--- config.mk ---
export PLATFORM = sky130hd
export DESIGN_NAME = mpu_load_flat
export DESIGN_NICKNAME = d
export VERILOG_FILES = /design/src/rtl/mpu_load_if.sv /design/src/rtl/mpu_load.sv /design/src/flat_wrapper.sv
export SDC_FILE = /design/constraint.sdc
export NUM_CORES = 1
export LEC_CHECK = 0
export ABC_AREA = 0
export BUFFER_PORTS_ARGS = -buffer_cell sky130_fd_sc_hd__buf_2
export CORE_MARGIN = 10
export CORE_UTILIZATION = 50
export CTS_BUF_LIST = sky130_fd_sc_hd__clkbuf_4 sky130_fd_sc_hd__clkbuf_8 sky130_fd_sc_hd__clkbuf_16
export DETAILED_ROUTE_END_ITERATION = 10
export PLACE_DENSITY_LB_ADDON = 0.25
export SLEW_MARGIN = 40
export SYNTH_ARGS = -nofsm -noshare
export SYNTH_HDL_FRONTEND = slang
export SYNTH_SLANG_ARGS = --single-unit
export TNS_END_PERCENT = 5
--- constraint.sdc ---
create_clock -name clk -period 4.51 [get_ports clk]
set_clock_uncertainty 0.15 [all_clocks]
set_input_delay 0.451 -clock clk [delete_from_list [all_inputs] [get_ports clk]]
set_output_delay 0.451 -clock clk [all_outputs]
set_load 0.01 [all_outputs]
--- src/rtl/mpu_load_if.sv ---
// Bundle of the memory-side and register-file-side signals of the matrix
// load path. The load engine attaches through the slave modport; whatever
// drives memory and the register file (or a bench) attaches as master.
interface mpu_load_if #(
  parameter int MBITS           = 2,
  parameter int NBITS           = 2,
  parameter int MATRIX_REG_BITS = 2,
  parameter int FPBITS          = 31
);

  // Memory side: request, dimensions, target register and element stream
  logic                       load_req_in;
  logic [MBITS:0]             mem_m_load_size_in;
  logic [NBITS:0]             mem_n_load_size_in;
  logic [MATRIX_REG_BITS:0]   mem_load_addr_in;
  logic [FPBITS:0]            mem_load_element_in;
  logic                       mem_load_valid_in;
  logic                       mem_load_ready_out;

  // Register-file side: grant and write port
  logic                       load_ready_in;
  logic                       reg_load_en_out;
  logic [MATRIX_REG_BITS:0]   reg_load_addr_out;
  logic [MBITS:0]             reg_m_load_size_out;
  logic [NBITS:0]             reg_n_load_size_out;
  logic [MBITS:0]             reg_i_load_loc_out;
  logic [NBITS:0]             reg_j_load_loc_out;
  logic [FPBITS:0]            reg_load_element_out;

  // Status
  logic                       load_busy_out;
  logic                       load_done_out;

  modport slave (
    input  load_req_in,
    input  mem_m_load_size_in,
    input  mem_n_load_size_in,
    input  mem_load_addr_in,
    input  mem_load_element_in,
    input  mem_load_valid_in,
    output mem_load_ready_out,
    input  load_ready_in,
    output reg_load_en_out,
    output reg_load_addr_out,
    output reg_m_load_size_out,
    output reg_n_load_size_out,
    output reg_i_load_loc_out,
    output reg_j_load_loc_out,
    output reg_load_element_out,
    output load_busy_out,
    output load_done_out
  );

  modport master (
    output load_req_in,
    output mem_m_load_size_in,
    output mem_n_load_size_in,
    output mem_load_addr_in,
    output mem_load_element_in,
    output mem_load_valid_in,
    input  mem_load_ready_out,
    output load_ready_in,
    input  reg_load_en_out,
    input  reg_load_addr_out,
    input  reg_m_load_size_out,
    input  reg_n_load_size_out,
    input  reg_i_load_loc_out,
    input  reg_j_load_loc_out,
    input  reg_load_element_out,
    input  load_busy_out,
    input  load_done_out
  );

endinterface

--- src/rtl/mpu_load.sv ---
// Matrix load engine: moves an MxN single-precision matrix from memory into
// the matrix register file, one element per accepted handshake, row-major.
// Each accepted element becomes exactly one registered write one cycle later,
// tagged with its (row, column) position.
module mpu_load #(
  parameter int MBITS           = 2,
  parameter int NBITS           = 2,
  parameter int MATRIX_REG_BITS = 2,
  parameter int FPBITS          = 31
) (
  input  logic      clk,
  input  logic      rst,
  mpu_load_if.slave load_if
);

  typedef enum logic [1:0] {
    LOAD_IDLE    = 2'd0,
    LOAD_REQUEST = 2'd1,
    LOAD_MATRIX  = 2'd2,
    LOAD_DONE    = 2'd3
  } load_state_t;

  localparam logic [MBITS:0]           M_ZERO    = {(MBITS+1){1'b0}};
  localparam logic [NBITS:0]           N_ZERO    = {(NBITS+1){1'b0}};
  localparam logic [MBITS:0]           M_ONE     = {{MBITS{1'b0}}, 1'b1};
  localparam logic [NBITS:0]           N_ONE     = {{NBITS{1'b0}}, 1'b1};
  localparam logic [MATRIX_REG_BITS:0] ADDR_ZERO = {(MATRIX_REG_BITS+1){1'b0}};
  localparam logic [FPBITS:0]          ELEM_ZERO = {(FPBITS+1){1'b0}};

  // FSM state
  load_state_t state_q, state_d;

  // Latched transfer descriptor (held until the next accepted request)
  logic [MBITS:0]           m_q, m_d;
  logic [NBITS:0]           n_q, n_d;
  logic [MATRIX_REG_BITS:0] addr_q, addr_d;

  // Position of the next element to be accepted
  logic [MBITS:0]           row_q, row_d;
  logic [NBITS:0]           col_q, col_d;

  // Registered write port toward the register file
  logic                     en_q, en_d;
  logic [MBITS:0]           i_q, i_d;
  logic [NBITS:0]           j_q, j_d;
  logic [FPBITS:0]          elem_q, elem_d;

  // Decoded handshake / status terms
  logic                     req_take_s;
  logic                     zero_size_s;
  logic                     accept_s;
  logic                     last_col_s;
  logic                     last_elem_s;
  logic                     mem_ready_s;
  logic                     busy_s;
  logic                     done_s;

  // A request only counts while idle; a zero dimension means nothing to move.
  assign req_take_s  = (state_q == LOAD_IDLE) && load_if.load_req_in;
  assign zero_size_s = (load_if.mem_m_load_size_in == M_ZERO) ||
                       (load_if.mem_n_load_size_in == N_ZERO);

  // mem_ready_s is only high in LOAD_MATRIX, so valid is ignored elsewhere.
  assign accept_s    = load_if.mem_load_valid_in && mem_ready_s;

  // In LOAD_MATRIX both dimensions are non-zero, so the subtractions never wrap.
  assign last_col_s  = (col_q == (n_q - N_ONE));
  assign last_elem_s = last_col_s && (row_q == (m_q - M_ONE));

  // FSM state register
  always_ff @(posedge clk) begin
    if (rst) begin
      state_q <= LOAD_IDLE;
    end else begin
      state_q <= state_d;
    end
  end

  // FSM next-state logic
  always_comb begin
    state_d = state_q;
    case (state_q)
      LOAD_IDLE: begin
        if (req_take_s) begin
          if (zero_size_s) begin
            state_d = LOAD_DONE;
          end else begin
            state_d = LOAD_REQUEST;
          end
        end else begin
          state_d = LOAD_IDLE;
        end
      end
      LOAD_REQUEST: begin
        if (load_if.load_ready_in) begin
          state_d = LOAD_MATRIX;
        end else begin
          state_d = LOAD_REQUEST;
        end
      end
      LOAD_MATRIX: begin
        // The grant is not re-checked here: dropping it mid-transfer must not stall.
        if (accept_s && last_elem_s) begin
          state_d = LOAD_DONE;
        end else begin
          state_d = LOAD_MATRIX;
        end
      end
      LOAD_DONE: begin
        state_d = LOAD_IDLE;
      end
      default: begin
        state_d = LOAD_IDLE;
      end
    endcase
  end

  // FSM output decode: ready, busy and done follow the state directly
  always_comb begin
    mem_ready_s = 1'b0;
    busy_s      = 1'b1;
    done_s      = 1'b0;
    case (state_q)
      LOAD_IDLE: begin
        busy_s = 1'b0;
      end
      LOAD_REQUEST: begin
        busy_s = 1'b1;
      end
      LOAD_MATRIX: begin
        mem_ready_s = 1'b1;
      end
      LOAD_DONE: begin
        done_s = 1'b1;
      end
      default: begin
        busy_s = 1'b0;
      end
    endcase
  end

  // Datapath next-state: descriptor latch, pointer walk and write staging
  always_comb begin
    m_d    = m_q;
    n_d    = n_q;
    addr_d = addr_q;
    row_d  = row_q;
    col_d  = col_q;
    en_d   = 1'b0;
    i_d    = i_q;
    j_d    = j_q;
    elem_d = elem_q;

    if (req_take_s) begin
      m_d    = load_if.mem_m_load_size_in;
      n_d    = load_if.mem_n_load_size_in;
      addr_d = load_if.mem_load_addr_in;
    end else begin
      m_d    = m_q;
      n_d    = n_q;
      addr_d = addr_q;
    end

    if (state_q == LOAD_IDLE) begin
      // Every transfer starts walking from element (0,0).
      row_d = M_ZERO;
      col_d = N_ZERO;
    end else if (accept_s) begin
      // Stage the write with the position the element was accepted at.
      en_d   = 1'b1;
      i_d    = row_q;
      j_d    = col_q;
      elem_d = load_if.mem_load_element_in;
      if (last_col_s) begin
        col_d = N_ZERO;
        row_d = row_q + M_ONE;
      end else begin
        col_d = col_q + N_ONE;
        row_d = row_q;
      end
    end else begin
      // No handshake: pointers hold and the write strobe stays low.
      row_d = row_q;
      col_d = col_q;
    end
  end

  // Datapath registers; reset clears every latch, pointer and output
  always_ff @(posedge clk) begin
    if (rst) begin
      m_q    <= M_ZERO;
      n_q    <= N_ZERO;
      addr_q <= ADDR_ZERO;
      row_q  <= M_ZERO;
      col_q  <= N_ZERO;
      en_q   <= 1'b0;
      i_q    <= M_ZERO;
      j_q    <= N_ZERO;
      elem_q <= ELEM_ZERO;
    end else begin
      m_q    <= m_d;
      n_q    <= n_d;
      addr_q <= addr_d;
      row_q  <= row_d;
      col_q  <= col_d;
      en_q   <= en_d;
      i_q    <= i_d;
      j_q    <= j_d;
      elem_q <= elem_d;
    end
  end

  assign load_if.mem_load_ready_out   = mem_ready_s;
  assign load_if.load_busy_out        = busy_s;
  assign load_if.load_done_out        = done_s;
  assign load_if.reg_load_en_out      = en_q;
  assign load_if.reg_load_addr_out    = addr_q;
  assign load_if.reg_m_load_size_out  = m_q;
  assign load_if.reg_n_load_size_out  = n_q;
  assign load_if.reg_i_load_loc_out   = i_q;
  assign load_if.reg_j_load_loc_out   = j_q;
  assign load_if.reg_load_element_out = elem_q;

endmodule

--- src/flat_wrapper.sv ---
// flat-port wrapper written by rule: the top's interface ports become plain ports
module mpu_load_flat 
#(
  parameter int MBITS           = 2,
  parameter int NBITS           = 2,
  parameter int MATRIX_REG_BITS = 2,
  parameter int FPBITS          = 31
)
  (clk, rst, load_if_load_req_in, load_if_mem_m_load_size_in, load_if_mem_n_load_size_in, load_if_mem_load_addr_in, load_if_mem_load_element_in, load_if_mem_load_valid_in, load_if_mem_load_ready_out, load_if_load_ready_in, load_if_reg_load_en_out, load_if_reg_load_addr_out, load_if_reg_m_load_size_out, load_if_reg_n_load_size_out, load_if_reg_i_load_loc_out, load_if_reg_j_load_loc_out, load_if_reg_load_element_out, load_if_load_busy_out, load_if_load_done_out);
  mpu_load_if #(.MBITS(MBITS), .NBITS(NBITS), .MATRIX_REG_BITS(MATRIX_REG_BITS), .FPBITS(FPBITS)) load_if_i ();
  input  logic clk;
  input  logic rst;
  input wire logic [$bits(load_if_i.load_req_in)-1:0] load_if_load_req_in;
  input wire logic [$bits(load_if_i.mem_m_load_size_in)-1:0] load_if_mem_m_load_size_in;
  input wire logic [$bits(load_if_i.mem_n_load_size_in)-1:0] load_if_mem_n_load_size_in;
  input wire logic [$bits(load_if_i.mem_load_addr_in)-1:0] load_if_mem_load_addr_in;
  input wire logic [$bits(load_if_i.mem_load_element_in)-1:0] load_if_mem_load_element_in;
  input wire logic [$bits(load_if_i.mem_load_valid_in)-1:0] load_if_mem_load_valid_in;
  output wire logic [$bits(load_if_i.mem_load_ready_out)-1:0] load_if_mem_load_ready_out;
  input wire logic [$bits(load_if_i.load_ready_in)-1:0] load_if_load_ready_in;
  output wire logic [$bits(load_if_i.reg_load_en_out)-1:0] load_if_reg_load_en_out;
  output wire logic [$bits(load_if_i.reg_load_addr_out)-1:0] load_if_reg_load_addr_out;
  output wire logic [$bits(load_if_i.reg_m_load_size_out)-1:0] load_if_reg_m_load_size_out;
  output wire logic [$bits(load_if_i.reg_n_load_size_out)-1:0] load_if_reg_n_load_size_out;
  output wire logic [$bits(load_if_i.reg_i_load_loc_out)-1:0] load_if_reg_i_load_loc_out;
  output wire logic [$bits(load_if_i.reg_j_load_loc_out)-1:0] load_if_reg_j_load_loc_out;
  output wire logic [$bits(load_if_i.reg_load_element_out)-1:0] load_if_reg_load_element_out;
  output wire logic [$bits(load_if_i.load_busy_out)-1:0] load_if_load_busy_out;
  output wire logic [$bits(load_if_i.load_done_out)-1:0] load_if_load_done_out;
  assign load_if_i.load_req_in = load_if_load_req_in;
  assign load_if_i.mem_m_load_size_in = load_if_mem_m_load_size_in;
  assign load_if_i.mem_n_load_size_in = load_if_mem_n_load_size_in;
  assign load_if_i.mem_load_addr_in = load_if_mem_load_addr_in;
  assign load_if_i.mem_load_element_in = load_if_mem_load_element_in;
  assign load_if_i.mem_load_valid_in = load_if_mem_load_valid_in;
  assign load_if_mem_load_ready_out = load_if_i.mem_load_ready_out;
  assign load_if_i.load_ready_in = load_if_load_ready_in;
  assign load_if_reg_load_en_out = load_if_i.reg_load_en_out;
  assign load_if_reg_load_addr_out = load_if_i.reg_load_addr_out;
  assign load_if_reg_m_load_size_out = load_if_i.reg_m_load_size_out;
  assign load_if_reg_n_load_size_out = load_if_i.reg_n_load_size_out;
  assign load_if_reg_i_load_loc_out = load_if_i.reg_i_load_loc_out;
  assign load_if_reg_j_load_loc_out = load_if_i.reg_j_load_loc_out;
  assign load_if_reg_load_element_out = load_if_i.reg_load_element_out;
  assign load_if_load_busy_out = load_if_i.load_busy_out;
  assign load_if_load_done_out = load_if_i.load_done_out;
  mpu_load #(.MBITS(MBITS), .NBITS(NBITS), .MATRIX_REG_BITS(MATRIX_REG_BITS), .FPBITS(FPBITS)) u_core (.clk(clk), .rst(rst), .load_if(load_if_i));
endmodule
# ---- Word level (Yosys, flattened, before mapping)
# Index checks and enable logic that the tools add are counted.
# Widths: inputs -> output; s select.
dict set report word_totals {
  regBits 56
  inputBits 46
  wordCells 41
}
dict set report op_classes {
  n_addsub 4
  eq_ne 5
  n_mux 10
  bitwise 1
  n_reduce_logical 11
}
# cell n
set ops {}
lappend ops {{$pmux 2 s4} 1}
lappend ops {{$add 3x1->3 const B} 2}
lappend ops {{$eq 3x3->1} 2}
lappend ops {{$logic_not 3->1} 2}
lappend ops {{$mux 2} 3}
lappend ops {{$sub 3x1->3 const B} 2}
lappend ops {{$mux 1} 5}
lappend ops {{$eq 2x2->1 const B} 2}
lappend ops {{$logic_and 1x1->1} 4}
lappend ops {{$reduce_and 2->1} 2}
lappend ops {{$mux 3} 1}
lappend ops {{$eq 2x1->1 const B} 1}
lappend ops {{$logic_not 2->1} 1}
lappend ops {{$reduce_or 2->1} 1}
lappend ops {{$logic_or 1x1->1} 1}
lappend ops {{$not 1->1} 1}

# ---- Depth between registers and ports, before layout
dict set report depth {
  word_depth 6
  depth_mapped 5
  depth_no_buf 5
}

# ---- Least setup slack after synthesis
# No wires, ideal clock.
dict set report synth_timing {
  path_type {reg-to-reg}
  start {register u_core.n_q[0], in the netlist u_core.load_if.reg_n_load_size_out[0]}
  end {register u_core.row_q[0]}
  setup_ns 0.072
  arrival_ns 1.523
  t_required_ns 4.288
  setup_slack_ns 2.765
  path_stages_with_launch 6
  cell_sequence {dfxtp_1 -> inv_1 -> ha_1 -> xnor2_1 -> nor4_4 -> mux2i_1}
}
dict set report synth_between {
  elab_chain_cells 3
}
# item line_no
set synth_lines {}
lappend synth_lines {{start, declared} mpu_load.sv:35} ;# logic [NBITS:0] n_q, n_d;
lappend synth_lines {{start signal, assigned} mpu_load.sv:202} ;# n_q <= n_d;
lappend synth_lines {{$sub 3x1->3} mpu_load.sv:67} ;# assign last_col_s = (col_q == (n_q - N_ONE));
lappend synth_lines {{$eq 3x3->1} mpu_load.sv:67}
lappend synth_lines {{$reduce_and 2->1 (no source line)} --}
lappend synth_lines {{end signal, assigned} mpu_load.sv:204} ;# row_q <= row_d;
lappend synth_lines {{end, declared} mpu_load.sv:39} ;# logic [MBITS:0] row_q, row_d;
# Every way passes these cells.
# A chain may end at the register's enable or synchronous reset.

# ---- Worst setup path in the final report
dict set report layout_timing {
  start {register u_core.state_q[1]}
  end {register u_core.col_q[1]}
}
dict set report layout_between {
  elab_chain_cells 3
  word_cells_on_any_way 5
  cone_classes {eq/ne: 1; mux: 1; reduce/logical: 3}
}
# item line_no
set layout_lines {}
lappend layout_lines {{start, declared} mpu_load.sv:31} ;# load_state_t state_q, state_d;
lappend layout_lines {{start signal, assigned} mpu_load.sv:75} ;# state_q <= state_d;
lappend layout_lines {{$eq 2x2->1} mpu_load.sv:123} ;# case (state_q)
lappend layout_lines {{$mux 1} mpu_load.sv:123}
lappend layout_lines {{$logic_and 1x1->1} mpu_load.sv:64} ;# assign accept_s = load_if.mem_load_valid_in && mem_ready_s;
lappend layout_lines {{end signal, assigned} mpu_load.sv:205} ;# col_q <= col_d;
lappend layout_lines {{end, declared} mpu_load.sv:40} ;# logic [NBITS:0] col_q, col_d;
# Several ways; a longest one is shown, not always the timed one.

==> flow_metrics.py <==
metrics = {
    "outcome": {
        "outcome": "completed",
    },
    "sta": {
        "drv_slew": 0,
        "final.period_utilization": 0.447,
        "slew_headroom": 0.587,
        "setup_viol": 0,
        "setup_tns_ns": 0,
        "tightest_slew_ns": 0.619,
        "period_needed_ns": 2.02,
        "final-hold-violation-count": 0,
        "fmax_mhz": 496,
        "rsz0062_at_grt": "no",
    },
    "routing": {
        "wl_mm": 5.53,
        "drtIter0Drc": 71,
        "vias": 1970,
        "ant_nets": 0,
        "vias_per_cell": 4.90,
        "wl_per_cell_microns": 13.8,
        "first_pass_iters": 4,
        "drc": 0,
    },
    "global_routing": {
        "grt_pass1_vias": 1973,
        "grt_max_degree": 53,
        "grt_pass1_wl_mm": 8.98,
        "grt_overflow": 0,
        "antenna_found_initial": 0,
        "grt_usage": 0.144,
    },
    "worst_setup_path": {
        "critPathCaptureType": "flip-flop",
        "cp_max_fo": 26,
        "start_kind": "flip-flop",
        "path_class": "flip-flop to flip-flop",
        "worstPathArrival_ns": 2.11,
        "critPathMaxStageDelay_ns": 0.55,
        "cp_top_family": "flip-flops",
        "crit_chain": "and3b_1 -> buf_4 -> o311ai_1 -> a21oi_1",
        "path_buf_inv": 1,
        "worstPathRequired_ns": 4.60,
        "cp_slowest_cell": "dfxtp_1",
    },
    "yosys": {
        "syn_avg_cell_area_sq_um": 8.50,
        "synth-seq-area-share": 0.504,
        "syn-cell-area_sq_um": 2230,
        "yosys_warnings": 0,
        "yosysTopAreaCell": "dfxtp_1",
        "ys_ff_latch": 56,
        "syn_nets": 312,
        "synth_area_leaders": "dfxtp_1 50%, nand2_1 14%, a21oi_1 9.2%",
        "yosysTopAreaCellShare": 0.504,
        "synth.distinct_cells": 32,
        "netlist_instances": 262,
    },
    "cells_and_area": {
        "fin_nets": 399,
        "final_common_cell": "buf_2",
        "final_cell_mix": "95 x buf_2, 83 x nand2_1, 56 x dfxtp_1, 41 x a21oi_1, 12 x mux2i_1",
        "layout-drive-gt1-share": 0.317,
        "antennaDiodeCount": 0,
        "fin_area_sq_um": 2830,
        "area_growth_pct": 26.9,
    },
    "floorplanning": {
        "dieArea_sq_um": 7520,
        "die_width_microns": 86.7,
        "rows": 24,
        "initial_core_util": 0.515,
        "io_pins": 97,
        "die_y_microns": 86.7,
        "core_sq_um": 4320,
    },
    "place": {
        "portBuffers": 96,
        "placed_cell_area_sq_um": 2730,
        "dp_hpwl_mm": 4.10,
        "place_congestion": 0.750,
    },
    "pwr": {
        "power.leakage_nw": 1.24,
        "p_per_area_nw_per_um2": 349,
        "peakVddDrop_mv": 0.229,
    },
    "min_path": {
        "hold_path_class": "input port to flip-flop",
    },
    "cts": {
        "post_cts_resized": 0,
        "cts_buffer_depth": 2,
        "clock_sinks": 56,
        "root_buffer": "clkbuf_8",
        "cts.clk_slew.worst_paths_ns": 0.10,
        "cts_tree": "done",
        "holdBufCountCts": 0,
        "cts_buffers": 5,
        "cts_setup_buffers": 0,
        "clk_latency_ns": 0.30,
        "cts_max_level": 2,
    },
    "job": {
        "maxCapViolations": 0,
    },
}
## registers in the layout (all words and copies together) (netlist names)
signal and cells:
u_core.row_q 3, u_core.load_if.reg_m_load_size_out 3, u_core.load_if.reg_load_en_out 1, u_core.load_if.reg_load_element_out 32, u_core.col_q 3, u_core.load_if.reg_j_load_loc_out 3, u_core.state_q 2, u_core.load_if.reg_n_load_size_out 3
u_core.load_if.reg_load_addr_out 3, u_core.load_if.reg_i_load_loc_out 3
## Yosys cell counts
| library cell | n |
|---|---|
| o2bb2ai_1 | 1 |
| nor2_1 | 10 |
| buf_1 | 2 |
| or2_1 | 1 |
| ha_1 | 4 |
| xnor2_1 | 5 |
| inv_1 | 5 |
| xor2_1 | 2 |
| mux2i_1 | 12 |
| buf_4 | 1 |
| dfxtp_1 | 56 |
| nor3b_1 | 1 |
| nand3b_1 | 1 |
| a21oi_1 | 41 |
| a2111oi_0 | 1 |
| nand4b_1 | 2 |
| nor4b_1 | 1 |
| o21ba_2 | 1 |
| and2_1 | 1 |
| nor4_4 | 1 |
| nor3_1 | 3 |
| and3b_1 | 1 |
| a31o_1 | 1 |
| nor2b_1 | 1 |
| nor4_1 | 1 |
| clkbuf_1 | 14 |
| buf_2 | 1 |
| nor4_2 | 1 |
| nand2_1 | 83 |
| o311ai_1 | 2 |
| xor3_2 | 1 |
| nand2b_1 | 4 |
## worst reg2reg max path: cells and delay by family (launching register included)
family / cells / cell delay (ns)
buffers and inverters: 1 / 0.37
DFF: 1 / 0.55
AOI/OAI and AO/OA: 2 / 0.33
and+or+nand+nor: 1 / 0.56
## per-layer routing
metal | vias up | wire length, microns | track usage
met5 | - | 0 | 0
met4 | 0 | 41 | 0.0309
met3 | 5 | 504 | 0.0769
met2 | 50 | 2710 | 0.247
met1 | 879 | 2280 | 0.153
li1 | 1036 | - | -
## worst paths after layout
kind,from,endpoint,slack [ns],cells past startpoint
max,u_core.state_q[1],u_core.col_q[1],2.49,4
min,load_if_mem_load_element_in[7],u_core.load_if.reg_load_element_out[7],0.22,3
max reg2reg,u_core.state_q[1],u_core.col_q[1],2.49,4
min reg2reg,u_core.load_if.reg_load_element_out[29],u_core.load_if.reg_load_element_out[29],0.30,2
## cell type report
class                      count  area, sq um
timing repair buffer          98          498
tap                           52         65.1
fill                         417         1500
clock inverter                 2         15.0
clock buffer                   6         82.6
sequential                    56         1120
inverter                       5         18.8
multi-input combinational    183         1020
## logic make-up after synthesis
logic type	count (synthesis)	share of synthesized area
AOI/OAI and AO/OA	47	0.116
xor gates and xnor gates	8	0.0388
adders and majority gates	4	0.0225
buffers and inverters	23	0.0410
DFF	56	0.504
muxes	12	0.0540
and+or+nand+nor	112	0.224
## through the flow
step / cells / utilization / hold WS, ns / total power, W / setup slack, ns
after global routing: 402 / 0.653 / 0.204 / 0.00104 / 2.29
after CTS: 402 / 0.653 / 0.211 / 0.000999 / 2.47
after detailed placement: 394 / 0.631 / 0.294 / 0.000714 / 2.51
final: 402 / 0.653 / 0.215 / 0.000985 / 2.49
after floorplan: 262 / - / 0.307 / 0.000652 / 2.77
after global placement: 394 / 0.629 / 0.288 / 0.000709 / 2.54
## power by group
part	switching, W	total, W	internal [W]	leakage [nW]
Clock	0.000160	0.000285	0.000125	0.0434
Combinational	0.0000912	0.000163	0.0000721	0.739
Sequential	0.0000190	0.000537	0.000518	0.454
(Power assumes the default switching activity.)
